[src/rtl/mem_mux_if.sv]
`default_nettype none
// ============================================================================
// Module   : mem_mux_if
// Brief    : Request and register-file bus bundle for the RTC register mux.
// Revision : 1.0 - initial release
// ============================================================================
interface mem_mux_if #(
    parameter int ADDR_W = 4,
    parameter int DATA_W = 8
);
    logic [ADDR_W-1:0] addr;
    logic [DATA_W-1:0] data_out;
    logic              write_en;
    logic [ADDR_W-1:0] i2c_addr;
    logic              i2c_read_en;
    logic [ADDR_W-1:0] reg_addr;
    logic [DATA_W-1:0] data_in;
    logic              reg_write_en;

    // The master issues requests and observes the register-file side.
    modport master (
        output addr, data_out, write_en, i2c_addr, i2c_read_en,
        input  reg_addr, data_in, reg_write_en
    );

    modport slave (
        input  addr, data_out, write_en, i2c_addr, i2c_read_en,
        output reg_addr, data_in, reg_write_en
    );
endinterface : mem_mux_if
`default_nettype wire

[src/rtl/mem_mux.sv]
`default_nettype none
// ============================================================================
// Module   : mem_mux
// Brief    : Core-write / I2C-read arbiter in front of the RTC register file.
// Revision : 1.0 - initial release
// ============================================================================
module mem_mux #(
    parameter int ADDR_W = 4,
    parameter int DATA_W = 8
) (
    input  wire logic clk,
    input  wire logic rst,
    mem_mux_if.slave  bus
);

    localparam logic [ADDR_W-1:0] c_addr_zero = '0;
    localparam logic [DATA_W-1:0] c_data_zero = '0;

    logic [ADDR_W-1:0] r_reg_addr;
    logic [DATA_W-1:0] r_data_in;
    logic              r_reg_write_en;
    logic              r_pending;
    logic [ADDR_W-1:0] r_pending_addr;

    // Writes always win; a read that collides with a write, or arrives while
    // an earlier read is being replayed, waits one slot (newest read wins).
    always_ff @(posedge clk) begin
        if (rst) begin
            r_reg_addr     <= c_addr_zero;
            r_data_in      <= c_data_zero;
            r_reg_write_en <= 1'b0;
            r_pending      <= 1'b0;
            r_pending_addr <= c_addr_zero;
        end else if (bus.write_en) begin
            r_reg_addr     <= bus.addr;
            r_data_in      <= bus.data_out;
            r_reg_write_en <= 1'b1;
            if (bus.i2c_read_en) begin
                r_pending      <= 1'b1;
                r_pending_addr <= bus.i2c_addr;
            end
        end else if (r_pending) begin
            r_reg_addr     <= r_pending_addr;
            r_reg_write_en <= 1'b0;
            r_pending      <= bus.i2c_read_en;
            if (bus.i2c_read_en) begin
                r_pending_addr <= bus.i2c_addr;
            end
        end else if (bus.i2c_read_en) begin
            r_reg_addr     <= bus.i2c_addr;
            r_reg_write_en <= 1'b0;
        end else begin
            r_reg_write_en <= 1'b0;
        end
    end

    assign bus.reg_addr     = r_reg_addr;
    assign bus.data_in      = r_data_in;
    assign bus.reg_write_en = r_reg_write_en;

endmodule : mem_mux
`default_nettype wire

[src/flat_wrapper.sv]
// flat-port wrapper written by rule: the top's interface ports become plain ports
module mem_mux_flat 
#(
    parameter int ADDR_W = 4,
    parameter int DATA_W = 8
)
  (clk, rst, bus_addr, bus_data_out, bus_write_en, bus_i2c_addr, bus_i2c_read_en, bus_reg_addr, bus_data_in, bus_reg_write_en);
  mem_mux_if #(.ADDR_W(ADDR_W), .DATA_W(DATA_W)) bus_i ();
  input  wire logic clk;
  input  wire logic rst;
  input wire logic [$bits(bus_i.addr)-1:0] bus_addr;
  input wire logic [$bits(bus_i.data_out)-1:0] bus_data_out;
  input wire logic [$bits(bus_i.write_en)-1:0] bus_write_en;
  input wire logic [$bits(bus_i.i2c_addr)-1:0] bus_i2c_addr;
  input wire logic [$bits(bus_i.i2c_read_en)-1:0] bus_i2c_read_en;
  output wire logic [$bits(bus_i.reg_addr)-1:0] bus_reg_addr;
  output wire logic [$bits(bus_i.data_in)-1:0] bus_data_in;
  output wire logic [$bits(bus_i.reg_write_en)-1:0] bus_reg_write_en;
  assign bus_i.addr = bus_addr;
  assign bus_i.data_out = bus_data_out;
  assign bus_i.write_en = bus_write_en;
  assign bus_i.i2c_addr = bus_i2c_addr;
  assign bus_i.i2c_read_en = bus_i2c_read_en;
  assign bus_reg_addr = bus_i.reg_addr;
  assign bus_data_in = bus_i.data_in;
  assign bus_reg_write_en = bus_i.reg_write_en;
  mem_mux #(.ADDR_W(ADDR_W), .DATA_W(DATA_W)) u_core (.clk(clk), .rst(rst), .bus(bus_i));
endmodule
[config.mk]
export PLATFORM = sky130hd
export DESIGN_NAME = mem_mux_flat
export DESIGN_NICKNAME = d
export VERILOG_FILES = /design/src/rtl/mem_mux_if.sv /design/src/rtl/mem_mux.sv /design/src/flat_wrapper.sv
export SDC_FILE = /design/constraint.sdc
export NUM_CORES = 1
export LEC_CHECK = 0
export ABC_CLOCK_PERIOD_IN_PS = 2800
export BUFFER_PORTS_ARGS = -buffer_cell sky130_fd_sc_hd__buf_2
export CAP_MARGIN = 20
export CORE_MARGIN = 2
export CORE_UTILIZATION = 48
export CTS_CLUSTER_DIAMETER = 150
export DETAILED_ROUTE_END_ITERATION = 7
export HOLD_SLACK_MARGIN = 0.05
export PLACE_DENSITY = 0.86
export SETUP_SLACK_MARGIN = 0.02
export SYNTH_ARGS = -nofsm -noshare
export SYNTH_HDL_FRONTEND = slang
export SYNTH_SLANG_ARGS = --single-unit
[constraint.sdc]
create_clock -name clk -period 2.8 [get_ports clk]
set_input_delay 0.14 -clock clk [delete_from_list [all_inputs] [get_ports clk]]
set_output_delay 0.14 -clock clk [all_outputs]
set_load 0.02 [all_outputs]
==> results of run 1 <==
[flip-flops by register name (all words and copies together) (netlist names)]
name	count
u_core.bus.data_in	8
u_core.bus.reg_addr	4
u_core.r_pending_addr	4
u_core.bus.reg_write_en	1
u_core.r_pending	1
[synthesized netlist by cell type]
cell      instances
o21ai_0           1
nand3b_1          4
mux2i_1          16
nand2b_1          9
clkbuf_1          1
nor2_1            8
a21oi_1           1
dfxtp_1          18
o21a_1            1
o221ai_2          2
or3_4             1
buf_2             3
o221ai_1          2
buf_6             1
nand2_1           1
nor2b_1           1
[worst min path at each step]
stage                     cells after the start  slack (ns)             from                      to
after floorplan                               2        0.29  bus_data_out[0]   u_core.bus.data_in[0]
after global placement                        3        0.37  bus_data_out[7]   u_core.bus.data_in[7]
after detailed placement                      3        0.38  bus_data_out[3]   u_core.bus.data_in[3]
after CTS                                     3        0.08  bus_data_out[0]   u_core.bus.data_in[0]
after global routing                          3        0.08      bus_addr[2]  u_core.bus.reg_addr[2]
final                                         3        0.08  bus_data_out[0]   u_core.bus.data_in[0]
[logic make-up (layout without fill, tap and decap cells)]
logic type,after synthesis,in the layout,synth area share [%]
mux,16,16,21.3
buf+inv,5,36,3.99
simple gates,24,24,18.3
flops,18,18,47.8
compound gates,7,7,8.64
[final cells by class]
| cell class | count | area share (%) |
|---|---|---|
| multi-input cells | 47 | 38.6 |
| well taps | 16 | 2.13 |
| clock buffers | 4 | 3.86 |
| flip-flops and latches | 18 | 38.3 |
| repair buffers | 32 | 17.0 |
[layer usage]
metal  global-route usage [%]  vias to the layer above
li1                         -                      304
met1                     22.8                      265
met2                     26.8                       27
met3                     3.75                        0
met4                     5.45                        0
met5                        0                        -
[through the flow]
stage                     hold WS (ns)  util (%)
final                           0.0795      63.1
after global routing            0.0790      63.1
after CTS                       0.0841      63.1
after detailed placement         0.384      60.7
after global placement           0.373      60.7
after floorplan                  0.287         -
[report_power, final]
group / total (W) / internal [W] / switching, W
Clock: 0.000157 / 0.0000791 / 0.0000784
Combinational: 0.0000869 / 0.0000390 / 0.0000479
Sequential: 0.000280 / 0.000272 / 0.00000734
[critical path: cells and delay by family (launching register included)]
kind               cells  cell delay [ns]
and+or+nand+nor        1             0.40
DFF                    1             0.35
AOI/OAI and AO/OA      1             0.18
==> reports/metrics.cfg, run 1 <==
[timing]
timing.slew.headroom_pct = 76.3
max_slew.worst_pin.slew_ns = 0.356
fmax_ghz = 1.00
fin_crit_ns = 0.997
setup_ws_ns = 1.80
finalSetupTns_ns = 0
hold_viol = 0
rsz0062_at_grt = false
period_share_pct = 35.6
setup_violations = 0
report.final.slew_viol_count = 0
skew_ns = 0.00720

[finish]
stdcell_count = 117
multi_input_area_sq_um = 363
num-fill-cells = 127
finalNetCount = 122
stdcell_area_sq_um = 940
drive_gt1_share_pct = 38.6
regArea_sq_um = 360
layout_common_cells = buf_2, dfxtp_1, mux2i_1
area_delta_synth_final_pct = 24.8
diodes = 0
final_common_cell = buf_2

[logic_synthesis]
syn_inst = 70
synthDistinctLibCells = 16
synth_seq_cells = 18
seq_area_frac_synth_pct = 47.8
yosys_warnings = 0
synth.net_count = 90
yosys.area.top_type = dfxtp_1
netlist_top_cells_area = dfxtp_1, mux2i_1, nand2b_1
netlist_area_sq_um = 753
netlist.area_leader.share_pct = 47.8
avgSynthCellArea_sq_um = 10.8

[floorplanning]
core_area_sq_mm = 0.00149
die_x_um = 43.6
initial_utilization_pct = 50.6
dieHeight_um = 43.6
ios = 33
num_rows = 14
die_area_sq_mm = 0.00190

[pwr]
ir_drop_mv = 0.370
p_leak_nw = 0.454
powerDensity_mw_per_mm2 = 558
finalPower_w = 0.000524

[detailed_routing]
vias = 596
wl_met3_um = 148
antenna_left = 0
dr.pass1.iters = 4
wl_met2_um = 691
wl_per_cell_um = 12.4
routed_wl_um = 1450
wl_met1_um = 613
top_layer = met3
drc_errors = 0
drt_iter0_drc = 4
vias_per_cell = 5.09

[flow_run]
maxCapViolCount = 0

[clocking]
cts_setup_buffers = 0
ctsResizeCount = 0
ctsLongestPathBuffers = 2
insertion_delay_ns = 0.29
cts_tree = done
h-tree-depth = 1
holdBufCountCts = 0
path_clk_slew_ns = 0.11
cts-root-buf = clkbuf_4
cts_made_buffers = 3
clock_sinks = 18

[placed_design]
portBuffers = 32
place_inst = 113
gp_congestion = 0.716
place_ws_ns = 1.70
postPlaceCellArea_sq_um = 903

[worst_setup_path]
critPathCapture = u_core.bus.reg_addr[0]
max_stage_delay_ns = 0.40
slowest_stage = or3_4
r2r-start = u_core.r_pending
rr_endpoint = u_core.bus.reg_addr[0]
crit_chain = or3_4, o221ai_2
r2r_slack_ns = 1.80
crit_arrival_ns = 1.22
cp-end-kind = register
r2r_cells = 2
crit_fanout = 5
critPathKind = reg2reg
cp-start-kind = register
crit_start = u_core.r_pending
crit_required_ns = 3.02

[hold_path]
hold_class = in2reg

[outcome]
status = finished clean

[global_routing]
grt_use_total_pct = 16.9
grt_pass1_wl_um = 2410
overflow = 0
grt_pass1_vias = 560
grt_max_degree = 24
antenna_found_initial = 0

(Power assumes the default switching activity.)
==> run 2, diff against run 1 <==
--- a/config.mk
+++ b/config.mk
@@ -5,15 +5,15 @@
 export SDC_FILE = /design/constraint.sdc
 export NUM_CORES = 1
 export LEC_CHECK = 0
-export ABC_CLOCK_PERIOD_IN_PS = 2800
+export ABC_CLOCK_PERIOD_IN_PS = 800
 export BUFFER_PORTS_ARGS = -buffer_cell sky130_fd_sc_hd__buf_2
 export CAP_MARGIN = 20
 export CORE_MARGIN = 2
-export CORE_UTILIZATION = 48
+export CORE_UTILIZATION = 40
 export CTS_CLUSTER_DIAMETER = 150
 export DETAILED_ROUTE_END_ITERATION = 7
 export HOLD_SLACK_MARGIN = 0.05
-export PLACE_DENSITY = 0.86
+export PLACE_DENSITY = 0.77
 export SETUP_SLACK_MARGIN = 0.02
 export SYNTH_ARGS = -nofsm -noshare
 export SYNTH_HDL_FRONTEND = slang
==> constraint.sdc (replaced) <==
create_clock -name clk -period 0.8 [get_ports clk]
set_input_delay 0.04 -clock clk [delete_from_list [all_inputs] [get_ports clk]]
set_output_delay 0.04 -clock clk [all_outputs]
set_load 0.02 [all_outputs]
==> run 2 against run 1 <==
Net effect: the flow now finishes with violations (negative setup slack); sequential share of layout area down 7.9 points; register-to-register slack worse by 1.9 ns; combinational power rose to 5.1 times the previous value; utilization up 7.9 points; wire length up 33%; critical endpoint is now u_core.bus.reg_addr[1]; flip-flop and latch count unchanged; clock-buffer cell count down 1; largest power group unchanged; global-route usage up 3.1 points.
==> reports/metrics.cfg, run 2 (synthesis gave the netlist of run 1 again) <==
[pwr]
p_leak_nw = 0.558
ir_drop_mv = 1.35
sw_frac_of_total_pct = 25.8
seq_power_share_pct = 53.2
p_int_w = 0.00139
finalPower_w = 0.00187
power.share.clock_pct = 23.1
power_frac_comb_pct = 23.7
powerDensity_mw_per_mm2 = 1510
switching_power_w = 0.000483

[placed_design]
portBuffers = 32
gp_congestion = 0.736
place_inst = 126
hpwlAfterDp_um = 1130

[finish]
stdcell_count = 146
finalNetCount = 143
diodes = 0
final_common_cell = buf_2
layout_common_cells = buf_2, mux2i_1, dlygate4sd3_1
area_delta_synth_final_pct = 64.5
largest_reg_flops = 8
drive_gt1_share_pct = 47.9

[outcome]
status = finished, violations left
violations = negative setup slack

[timing]
report.final.slew_viol_count = 0
rsz0062_at_grt = true
skew_ns = 0.000951
max_slew.worst_pin.slew_ns = 0.168
setup_ws_ns = -0.130
fmax_ghz = 1.08
period_share_pct = 116
worst_hold_slack_ns = 0.0861
fin_crit_ns = 0.930
hold_viol = 0
timing.slew.headroom_pct = 88.5
setup_violations = 8

[clocking]
cts_tree = done
path_clk_slew_ns = 0.09
cts-root-buf = clkbuf_4
ctsLongestPathBuffers = 2
insertion_delay_ns = 0.28
clock_sinks = 18
cts_made_buffers = 3
h-tree-depth = 1

[detailed_routing]
drc_errors = 0
wl_per_cell_um = 13.2
antenna_left = 0
routed_wl_um = 1930
drt_iter0_drc = 4
vias_per_cell = 4.75
dr.pass1.iters = 4
vias = 694

[worst_setup_path]
r2r_cells = 2
r2r_slack_ns = -0.13
r2r-start = u_core.r_pending
rr_endpoint = u_core.bus.reg_addr[1]
crit_required_ns = 1.02
crit_fanout = 4
cp-start-kind = register
critPathKind = reg2reg
crit_start = u_core.r_pending
cp-end-kind = register
critPathCapture = u_core.bus.reg_addr[1]
crit_arrival_ns = 1.15

[floorplanning]
dieHeight_um = 47.4
core_area_sq_mm = 0.00175
ios = 33
initial_utilization_pct = 43.2
die_area_sq_mm = 0.00225
num_rows = 15
die_x_um = 47.4

[global_routing]
antenna_found_initial = 0
grt_pass1_vias = 706
grt_pass1_wl_um = 3020
overflow = 0
grt_use_total_pct = 20.0
grt_max_degree = 15

[flow_run]
maxCapViolCount = 0

[hold_path]
hold_class = in2reg

==> run 2: cell types whose count changed in the layout (fill, tap and decap cells not counted), sizes merged <==
cell and delta:
dlygate4sd3 +16, buf +5, clkbuf -1
==> run 2: repair_timing <==
item,CTS,global route
hold buffers,16,0
hold endpoints to repair,16,0
buffers inserted,1,0
pin swaps,0,1
gates resized for setup,36,3
endpoints found under the setup margin,21,22
==> run 2: layer usage <==
layer | vias up | GRT usage (%) | routed length (um)
li1 | 345 | - | -
met1 | 326 | 22.5 | 837
met2 | 23 | 35.1 | 982
met3 | 0 | 5.38 | 110
met5 | - | 0 | 0
met4 | 0 | 8.33 | 0
==> run 2: area by class of cell <==
type                    instances  area (sq um)
multi-input cells              47           373
well taps                      25          31.3
fillers                       145           507
flip-flops and latches         18           377
clock buffers                   3          22.5
repair buffers                 53           435
==> run 2: power groups by stage <==
| stage | clock [W] | combinational, W | sequential (W) |
|---|---|---|---|
| after CTS | 0.000448 | 0.000437 | 0.000993 |
| after floorplan | 0 | 0.000152 | 0.00105 |
| after detailed placement | 0 | 0.000324 | 0.000998 |
| after global routing | 0.000501 | 0.000480 | 0.00100 |
| final | 0.000433 | 0.000445 | 0.000995 |
| after global placement | 0 | 0.000316 | 0.000997 |
==> run 2: through the flow <==
step	worst slack [ns]	cell area [sq um]	TNS [ns]	utilization (%)
after detailed placement	-0.127	947	-0.558	54.3
after global placement	-0.102	947	-0.439	54.3
after global routing	-0.182	1240	-1.64	71.0
after floorplan	-0.0820	756	-0.306	-
final	-0.130	1240	-0.982	71.0
after CTS	-0.128	1230	-0.954	70.5
==> run 2: worst min-delay path by stage <==
stage                    start                      to  slack (ns)  cells past startpoint
2_1_floorplan  bus_data_out[0]   u_core.bus.data_in[0]        0.19                      2
3_3_place_gp   bus_data_out[7]   u_core.bus.data_in[7]        0.27                      3
3_5_place_dp       bus_addr[2]  u_core.bus.reg_addr[2]        0.29                      3
4_1_cts        bus_i2c_addr[2]  u_core.bus.reg_addr[2]        0.09                      3
5_1_grt                    rst   u_core.bus.data_in[1]        0.09                      3
6_report       bus_i2c_addr[2]  u_core.bus.reg_addr[2]        0.09                      3
==> run 2: critical path, cell delays in order (launching register included) <==
cell and delay [ns]:
dfxtp_2 0.34, or3_4 0.36, o221ai_2 0.16
==> run 3, diff against run 2 <==
--- a/config.mk
+++ b/config.mk
@@ -14,6 +14,7 @@
 export DETAILED_ROUTE_END_ITERATION = 7
 export HOLD_SLACK_MARGIN = 0.05
 export PLACE_DENSITY = 0.77
+export RECOVER_POWER = 25
 export SETUP_SLACK_MARGIN = 0.02
 export SYNTH_ARGS = -nofsm -noshare
 export SYNTH_HDL_FRONTEND = slang
==> run 3 against run 2 <==
Net effect: highest routed layer unchanged; cell count stayed put; design area is 0.30% lower; sequential share of layout area is 0.093 points higher; the flow still finishes with violations (negative setup slack); clock power hardly changed; global-route usage stayed put; wire length is 1.5% lower.
==> reports/metrics.cfg, run 3 (synthesis gave the netlist of run 1 again) <==
[detailed_routing]
drt_iter0_drc = 4
wl_per_cell_um = 13.0
vias = 690
dr.pass1.iters = 4
vias_per_cell = 4.73
routed_wl_um = 1900
drc_errors = 0
antenna_left = 0

[floorplanning]
dieHeight_um = 47.4
core_area_sq_mm = 0.00175
num_rows = 15
die_x_um = 47.4
initial_utilization_pct = 43.2
die_area_sq_mm = 0.00225
ios = 33

[worst_setup_path]
slowest_stage = or3_4
r2r-start = u_core.r_pending
crit_fanout = 4
max_stage_delay_ns = 0.36
crit_arrival_ns = 1.14
r2r_slack_ns = -0.13
critPathCapture = u_core.bus.reg_addr[0]
cp-end-kind = register
rr_endpoint = u_core.bus.reg_addr[0]
r2r_cells = 2
crit_required_ns = 1.01
cp-start-kind = register
critPathKind = reg2reg
crit_chain = or3_4, o221ai_2
crit_start = u_core.r_pending

[timing]
max_slew.worst_pin.slew_ns = 0.384
fmax_ghz = 1.08
fin_crit_ns = 0.930
period_share_pct = 116
timing.slew.headroom_pct = 74.4
setup_violations = 8
hold_viol = 0
skew_ns = 0.00200
setup_ws_ns = -0.130
report.final.slew_viol_count = 0
rsz0062_at_grt = true

[finish]
final_common_cell = buf_2
fin_util_pct = 70.8
stdcell_count = 146
layout_common_cells = buf_2, mux2i_1, dlygate4sd3_1
finalNetCount = 143
diodes = 0
area_delta_synth_final_pct = 64.0
num-fill-cells = 147
drive_gt1_share_pct = 47.1
largest_reg_flops = 8

[outcome]
violations = negative setup slack
status = finished, violations left

[clocking]
cts-root-buf = clkbuf_4
insertion_delay_ns = 0.28
cts_made_buffers = 3
cts_tree = done
path_clk_slew_ns = 0.10
clock_sinks = 18
h-tree-depth = 1
ctsLongestPathBuffers = 2

[pwr]
power_frac_comb_pct = 23.6
seq_power_share_pct = 53.2
power.share.clock_pct = 23.2
sw_frac_of_total_pct = 25.9
p_leak_nw = 0.555
powerDensity_mw_per_mm2 = 1520
ir_drop_mv = 1.35
switching_power_w = 0.000484
p_int_w = 0.00139

[global_routing]
grt_max_degree = 15
grt_pass1_vias = 706
overflow = 0
grt_use_total_pct = 20.0
antenna_found_initial = 0
grt_pass1_wl_um = 3020

[placed_design]
place_inst = 126
portBuffers = 32
hpwlAfterDp_um = 1130
gp_congestion = 0.736

[flow_run]
maxCapViolCount = 0

[hold_path]
hold_class = in2reg

-- run 3: layout make-up --
class | instances | area [sq um] | area share [%]
clock buffer | 3 | 22.5 | 1.82
multi-input combinational | 47 | 373 | 30.2
sequential | 18 | 377 | 30.5
tap | 25 | 31.3 | 2.53
timing repair buffer | 53 | 432 | 35.0
-- run 3: stage by stage --
step | hold WS [ns] | worst slack [ns] | power, W | setup TNS, ns | area [sq um]
finish | 0.0869 | -0.130 | 0.00187 | -0.983 | 1230
global route | 0.0923 | -0.182 | 0.00198 | -1.64 | 1230
CTS | 0.0858 | -0.128 | 0.00188 | -0.954 | 1230
detailed placement | 0.288 | -0.127 | 0.00132 | -0.558 | 947
global placement | 0.271 | -0.102 | 0.00131 | -0.439 | 947
floorplan | 0.187 | -0.0820 | 0.00120 | -0.306 | 756
-- run 3: worst max-delay path, delay by kind of cell, from the launching register on --
family | cells | cell delay [ns]
AND/OR/NAND/NOR | 1 | 0.36
flip-flops | 1 | 0.34
AO/OA/AOI/OAI | 1 | 0.16
-- run 3: power by group through the flow --
stage                     Clock [W]  Combinational, W  Sequential [W]
after floorplan                   0          0.000152         0.00105
after global placement            0          0.000316        0.000997
after detailed placement          0          0.000324        0.000998
after CTS                  0.000448          0.000437        0.000993
after global routing       0.000501          0.000478         0.00100
final                      0.000434          0.000442        0.000996
-- run 3: how the worst min path moves through the flow --
stage	startpoint	endpoint	slack (ns)	depth (start not counted)
floorplan	bus_data_out[0]	u_core.bus.data_in[0]	0.19	2
global placement	bus_data_out[7]	u_core.bus.data_in[7]	0.27	3
detailed placement	bus_addr[2]	u_core.bus.reg_addr[2]	0.29	3
CTS	bus_i2c_addr[2]	u_core.bus.reg_addr[2]	0.09	3
global route	rst	u_core.bus.data_in[1]	0.09	3
finish	bus_i2c_addr[2]	u_core.bus.reg_addr[2]	0.09	3
-- run 3: layer usage --
metal	vias to the layer above	global-route usage, %	share of wire (%)
met4	0	8.33	0
met5	-	0	0
met2	25	35.1	50
li1	344	-	-
met3	0	5.38	5.9
met1	321	22.5	44
-- run 3: timing repair --
action | in CTS | in global routing
gates cloned | 0 | 0
endpoints found under the setup margin | 21 | 22
hold endpoints to repair | 16 | 0
gates resized for setup | 36 | 3
hold buffers | 16 | 0
setup buffers | 1 | 0
pin swaps | 0 | 1
